**config.mk**
```make
export PLATFORM = sky130hd
export DESIGN_NAME = sound_mixer
export DESIGN_NICKNAME = d
export VERILOG_FILES = /design/src/rtl/sound_mixer.sv
export SDC_FILE = /design/constraint.sdc
export NUM_CORES = 1
export LEC_CHECK = 0
export ABC_CLOCK_PERIOD_IN_PS = 4600
export BUFFER_PORTS_ARGS = -buffer_cell sky130_fd_sc_hd__buf_2
export CAP_MARGIN = 20
export CORE_MARGIN = 5
export CORE_UTILIZATION = 29
export CTS_CLUSTER_SIZE = 28
export DETAILED_ROUTE_END_ITERATION = 6
export GPL_ROUTABILITY_DRIVEN = 0
export SLEW_MARGIN = 5
export SYNTH_ARGS = -nofsm -noshare
export SYNTH_HDL_FRONTEND = slang
export SYNTH_SLANG_ARGS = --single-unit
export TNS_END_PERCENT = 20
```
**constraint.sdc**
```tcl
create_clock -name clk -period 4.6 [get_ports clk]
set_clock_uncertainty 0.2 [all_clocks]
set_input_delay 0.46 -clock clk [delete_from_list [all_inputs] [get_ports clk]]
set_output_delay 0.46 -clock clk [all_outputs]
set_load 0.005 [all_outputs]
```
**src/rtl/sound_mixer.sv**
```systemverilog
// N-channel audio mixer: per-channel gain with a one-step-per-tick envelope ramp,
// time-multiplexed multiply-accumulate on the 3 MHz strobe, saturated output per 6 kHz tick.
module sound_mixer #(
  parameter int NUM_CH    = 4,
  parameter int IN_W      = 4,
  parameter int GAIN_W    = 4,
  parameter int OUT_W     = 16,
  parameter int MIX_SHIFT = 8,
  localparam int SEL_W    = (NUM_CH > 1) ? $clog2(NUM_CH) : 1
) (
  input  logic                     clk,
  input  logic                     rst,
  input  logic                     clk_3MHz_en,
  input  logic                     clk_6KHz_en,
  input  logic [NUM_CH*IN_W-1:0]   ch_in,
  input  logic [NUM_CH-1:0]        ch_en,
  input  logic                     master_mute,
  input  logic                     gain_we,
  input  logic [SEL_W-1:0]         gain_sel,
  input  logic [GAIN_W-1:0]        gain_val,
  output logic [OUT_W-1:0]         audio,
  output logic                     sample_valid,
  output logic                     busy,
  output logic                     clip,
  output logic                     overrun
);

  localparam int PROD_W = IN_W + GAIN_W;
  localparam int ACC_W  = PROD_W + $clog2(NUM_CH) + 1;
  localparam int SCL_W  = ACC_W + MIX_SHIFT;
  localparam int CMP_W  = (SCL_W > OUT_W) ? SCL_W : OUT_W;

  localparam logic [GAIN_W-1:0] G_ONE  = GAIN_W'(1);
  localparam logic [SEL_W-1:0]  K_ONE  = SEL_W'(1);
  localparam logic [SEL_W-1:0]  K_LAST = SEL_W'(NUM_CH - 1);

  typedef enum logic [1:0] {IDLE, ACCUM, SCALE} state_t;

  state_t             state_q, state_d;
  logic [GAIN_W-1:0]  gain [NUM_CH];
  logic [GAIN_W-1:0]  env  [NUM_CH];
  logic [IN_W-1:0]    snap_in_p0  [NUM_CH];
  logic [GAIN_W-1:0]  snap_env_p0 [NUM_CH];
  logic [SEL_W-1:0]   k_q;
  logic [ACC_W-1:0]   acc_p1;
  logic [PROD_W-1:0]  prod_p1;
  logic [OUT_W:0]     sat_p2;
  logic [OUT_W-1:0]   audio_q;

  // Move one LSB toward the target per tick so gain changes never click.
  function automatic logic [GAIN_W-1:0] env_step(input logic [GAIN_W-1:0] cur,
                                                 input logic [GAIN_W-1:0] tgt);
    if (cur < tgt)      return cur + G_ONE;
    else if (cur > tgt) return cur - G_ONE;
    else                return cur;
  endfunction

  // Returns {clip, sample}; the shift is evaluated wide enough that nothing is lost.
  function automatic logic [OUT_W:0] saturate(input logic [ACC_W-1:0] a);
    logic [CMP_W-1:0] s;
    logic [CMP_W-1:0] lim;
    s   = CMP_W'(a) << MIX_SHIFT;
    lim = CMP_W'({OUT_W{1'b1}});
    if (s > lim) return {1'b1, {OUT_W{1'b1}}};
    else         return {1'b0, s[OUT_W-1:0]};
  endfunction

  always_ff @(posedge clk) begin
    if (rst) begin
      for (int k = 0; k < NUM_CH; k++) begin
        gain[k] <= '1;
        env[k]  <= '0;
      end
    end else begin
      if (clk_6KHz_en) begin
        for (int k = 0; k < NUM_CH; k++)
          env[k] <= env_step(env[k], (ch_en[k] && !master_mute) ? gain[k] : '0);
      end
      if (gain_we && (int'(gain_sel) < NUM_CH))
        gain[gain_sel] <= gain_val;
    end
  end

  // Stage p0: capture samples and pre-update envelope at mix start
  always_ff @(posedge clk) begin
    if (state_q == IDLE && clk_6KHz_en) begin
      for (int k = 0; k < NUM_CH; k++) begin
        snap_in_p0[k]  <= ch_in[k*IN_W +: IN_W];
        snap_env_p0[k] <= env[k];
      end
    end
  end

  always_comb begin
    state_d = state_q;
    case (state_q)
      IDLE:    if (clk_6KHz_en) state_d = ACCUM;
      ACCUM:   if (clk_3MHz_en && k_q == K_LAST) state_d = SCALE;
      SCALE:   state_d = IDLE;
      default: state_d = IDLE;
    endcase
  end

  // Stage p1: one multiply-accumulate per counted strobe
  assign prod_p1 = PROD_W'(snap_in_p0[k_q]) * PROD_W'(snap_env_p0[k_q]);

  always_ff @(posedge clk) begin
    if (rst) begin
      state_q <= IDLE;
      k_q     <= '0;
      acc_p1  <= '0;
      audio_q <= '0;
      overrun <= 1'b0;
    end else begin
      state_q <= state_d;
      if (clk_6KHz_en && state_q != IDLE)
        overrun <= 1'b1;
      case (state_q)
        IDLE: begin
          if (clk_6KHz_en) begin
            acc_p1 <= '0;
            k_q    <= '0;
          end
        end
        ACCUM: begin
          if (clk_3MHz_en) begin
            acc_p1 <= acc_p1 + ACC_W'(prod_p1);
            k_q    <= k_q + K_ONE;
          end
        end
        SCALE:   audio_q <= sat_p2[OUT_W-1:0];
        default: ;
      endcase
    end
  end

  // Stage p2: scale and saturate, presented during the SCALE cycle
  assign sat_p2       = saturate(acc_p1);
  assign sample_valid = (state_q == SCALE);
  assign busy         = (state_q != IDLE);
  assign clip         = sample_valid & sat_p2[OUT_W];
  assign audio        = sample_valid ? sat_p2[OUT_W-1:0] : audio_q;

endmodule

```
==> out/results.ini <==
[drt]
wl_per_cell_um=13.68
drtAntennaViolNets=0
drt_pass1_iterations=5
viasPerCell=4.617
routed_wl_um=10330
vias=3486
drt-initial-drc-count=172
route.detailed.drc=0

[cts]
cts_tree=done
clockRootBuffer=clkbuf_16
clkSlewWorstSetupHoldPaths_ns=0.07
cts_resized=0
cts-hold-fix-buffers=0
htree_levels=3
numCtsBuffers=9
clk_latency_ns=0.34
clock_path_buffers=2
post-cts-setup-buffers=0
clkSinkCount=98

[setup_path]
crit_path_max_incr_delay_ns=0.56
worstSetupPathType=reg2reg
cp_slowest_cell=mux4_2
cp-start-kind=flop
critical_path_required_ns=4.61
cp_max_fo=8
cp_cell_sequence=buf_4 > mux4_2 > nand2_1 > fa_1 > fa_1 > fa_1 > inv_1 > ha_1 > a211oi_2 > o21bai_1 > a211o_1 > a32oi_1 > nor2_1
worst_ep_arrival_time_ns=4.42
cp-end-kind=flop
cpMostUsedCell=fa_1

[floorplan]
core-area_um2=17900
die_x_um=144.5
start_util_pct=29.29
dieHeight_um=144.5
num_io_pins=52
die-area_um2=20870
rows=49

[power]
p_leak_nw=2.572
totalPowerFinal_mw=2.878
power_density_nw_per_um2=475.5
ir_drop_v=0.0002248

[timing]
setup_viol=0
fin_hold_ws_ns=0.08901
slew_viol_final=0
worst_pin_slew_ns=0.8593
max_freq_ghz=0.2269
finalCritPeriodShare_pct=95.83
slew_headroom_pct=42.71
finalCriticalPeriod_ns=4.408
hold_viol=0
setup_ws_ns=0.1919

[synth]
synth_cell_types=45
synth_fp_nets=560
avgSynthCellArea_um2=11.11
syn_area_um2=5244
synth_top_flop_cell=edfxtp_1
synthArstFlopShare_pct=0
yosysSeqAreaShare_pct=49.63
synth_warnings=0
synth_enable_flop_cells=64
ys_ff_latch=98
synth_cells=472

[grt]
grt_pass1_vias=3666
grt_overflow=0
grtUsageTotal_pct=10.57
grt_pass1_wl_um=17360
antenna_found_initial=0
grt_max_degree=46

[finish]
drive_gt1_share_pct=16.73
n_antenna_cell=0
area_delta_synth_final_pct=15.41
stdcell_count=755
filler_cell_count=1819
final_nets=609

[min_path]
hp-class=in2reg

[placement]
dpl.cell_count=738
place_hpwl_um=8018
post-place-ws_ns=0.1767
numPortBuffers=51

[flow_run]
maxCapViolCount=0

[status]
status=complete, no violations

area by class of cell:
class                      count  area [um2]  share of cell area, %
multi-input combinational    327        2462                  40.69
clock inverter                 6       47.55                 0.7856
inverter                      31       116.4                  1.923
clock buffer                  10       239.0                  3.949
tap                          229       286.5                  4.734
sequential                    98        2603                  43.00
timing repair buffer          54       297.8                  4.920
cell usage after synthesis (2+ instances only):
| cell type | number | area, um2 |
|---|---|---|
| a211o_1 | 6 | 52.55 |
| a211oi_1 | 3 | 22.52 |
| a21o_1 | 11 | 82.58 |
| a21oi_1 | 30 | 150.1 |
| a31oi_1 | 10 | 62.56 |
| and2_1 | 21 | 131.4 |
| buf_1 | 2 | 7.510 |
| buf_2 | 3 | 15.01 |
| clkbuf_1 | 10 | 37.54 |
| dfxtp_1 | 34 | 680.7 |
| edfxtp_1 | 64 | 1922 |
| fa_1 | 13 | 260.3 |
| ha_1 | 43 | 538.0 |
| inv_1 | 30 | 112.6 |
| mux4_2 | 8 | 180.2 |
| nand2_1 | 66 | 247.7 |
| nand2b_1 | 21 | 131.4 |
| nand3_1 | 14 | 70.07 |
| nand3b_1 | 2 | 15.01 |
| nor2_1 | 22 | 82.58 |
| nor2b_1 | 7 | 43.79 |
| nor3_1 | 5 | 25.02 |
| nor3b_1 | 2 | 15.01 |
| o211ai_1 | 2 | 15.01 |
| o21a_1 | 2 | 15.01 |
| o21ai_0 | 5 | 25.02 |
| o31ai_1 | 2 | 15.01 |
| or2_2 | 4 | 25.02 |
| xnor2_1 | 13 | 113.9 |
| xor2_1 | 2 | 17.52 |
per-layer routing:
| metal | up-vias | global-route usage [%] | wire length (um) |
|---|---|---|---|
| met5 | - | 0 | 0 |
| met2 | 44 | 19.17 | 5512 |
| met3 | 17 | 2.414 | 251 |
| met4 | 0 | 3.780 | 219 |
| met1 | 1667 | 12.16 | 4345 |
| li1 | 1758 | - | - |
power breakdown:
part | leakage (nW) | internal [mW] | switching [mW]
Clock | 0.142 | 0.389 | 0.339
Combinational | 1.51 | 0.456 | 0.505
Sequential | 0.918 | 1.09 | 0.100
Total | 2.57 | 1.93 | 0.945
layout by cell type (no fill, tap or decap), types with 4 or more instances in the layout:
cell type	count
nand2_1	66
edfxtp_1	64
buf_2	51
ha_1	43
dfxtp_1	34
inv_1	30
a21oi_1	30
nor2_1	22
and2_1	21
nand2b_1	21
nand3_1	14
xnor2_1	13
fa_1	13
a21o_1	11
a31oi_1	10
clkbuf_16	9
mux4_2	8
nor2b_1	7
a211o_1	6
o21ai_0	5
nor3_1	5
or2_2	4
path summary, 6_finish.rpt:
kind / to / depth (start not counted) / slack [ns] / from
max: acc_p1[7] / 13 / 0.19 / flop
min: snap_in_p0[1][0] / 1 / 0.09 / ch_in[4]
max reg2reg: acc_p1[7] / 13 / 0.19 / flop
min reg2reg: audio_q[1] / 2 / 0.26 / audio_q[1]
sequential cells by signal (all words and copies together), names as in the netlist, named ones only:
register,cells
state_q,2
gain,16
audio_q,16
snap_env_p0,16
snap_in_p0,16
acc_p1,11
overrun,1
k_q,2
env,16
worst max-delay path: cells and delay by family (launching register included):
kind / cells / cell delay [ns]
muxes: 1 / 0.56
and+or+nand+nor: 2 / 0.16
DFF: 1 / 0.31
adders and majority gates: 4 / 1.85
buffers and inverters: 2 / 0.23
AOI/OAI and AO/OA: 4 / 0.95
through the flow:
| stage | instance area [um2] | util (%) | TNS [ns] |
|---|---|---|---|
| after floorplan | 5244 | - | 0 |
| after global placement | 5733 | 32.02 | 0 |
| after detailed placement | 5733 | 32.02 | 0 |
| after CTS | 6020 | 33.62 | 0 |
| after global routing | 6052 | 33.81 | -0.009556 |
| final | 6052 | 33.81 | 0 |
cells by family (layout without fill, tap and decap cells):
family,count (synthesis),count (layout),synth area share (%)
compound gates,77,77,9.377
xor+xnor,15,15,2.505
fa+ha+maj,56,56,15.22
buf+inv,47,101,3.508
flops,98,98,49.63
mux,9,9,3.651
simple gates,170,170,16.11
(Power assumes the default switching activity.)
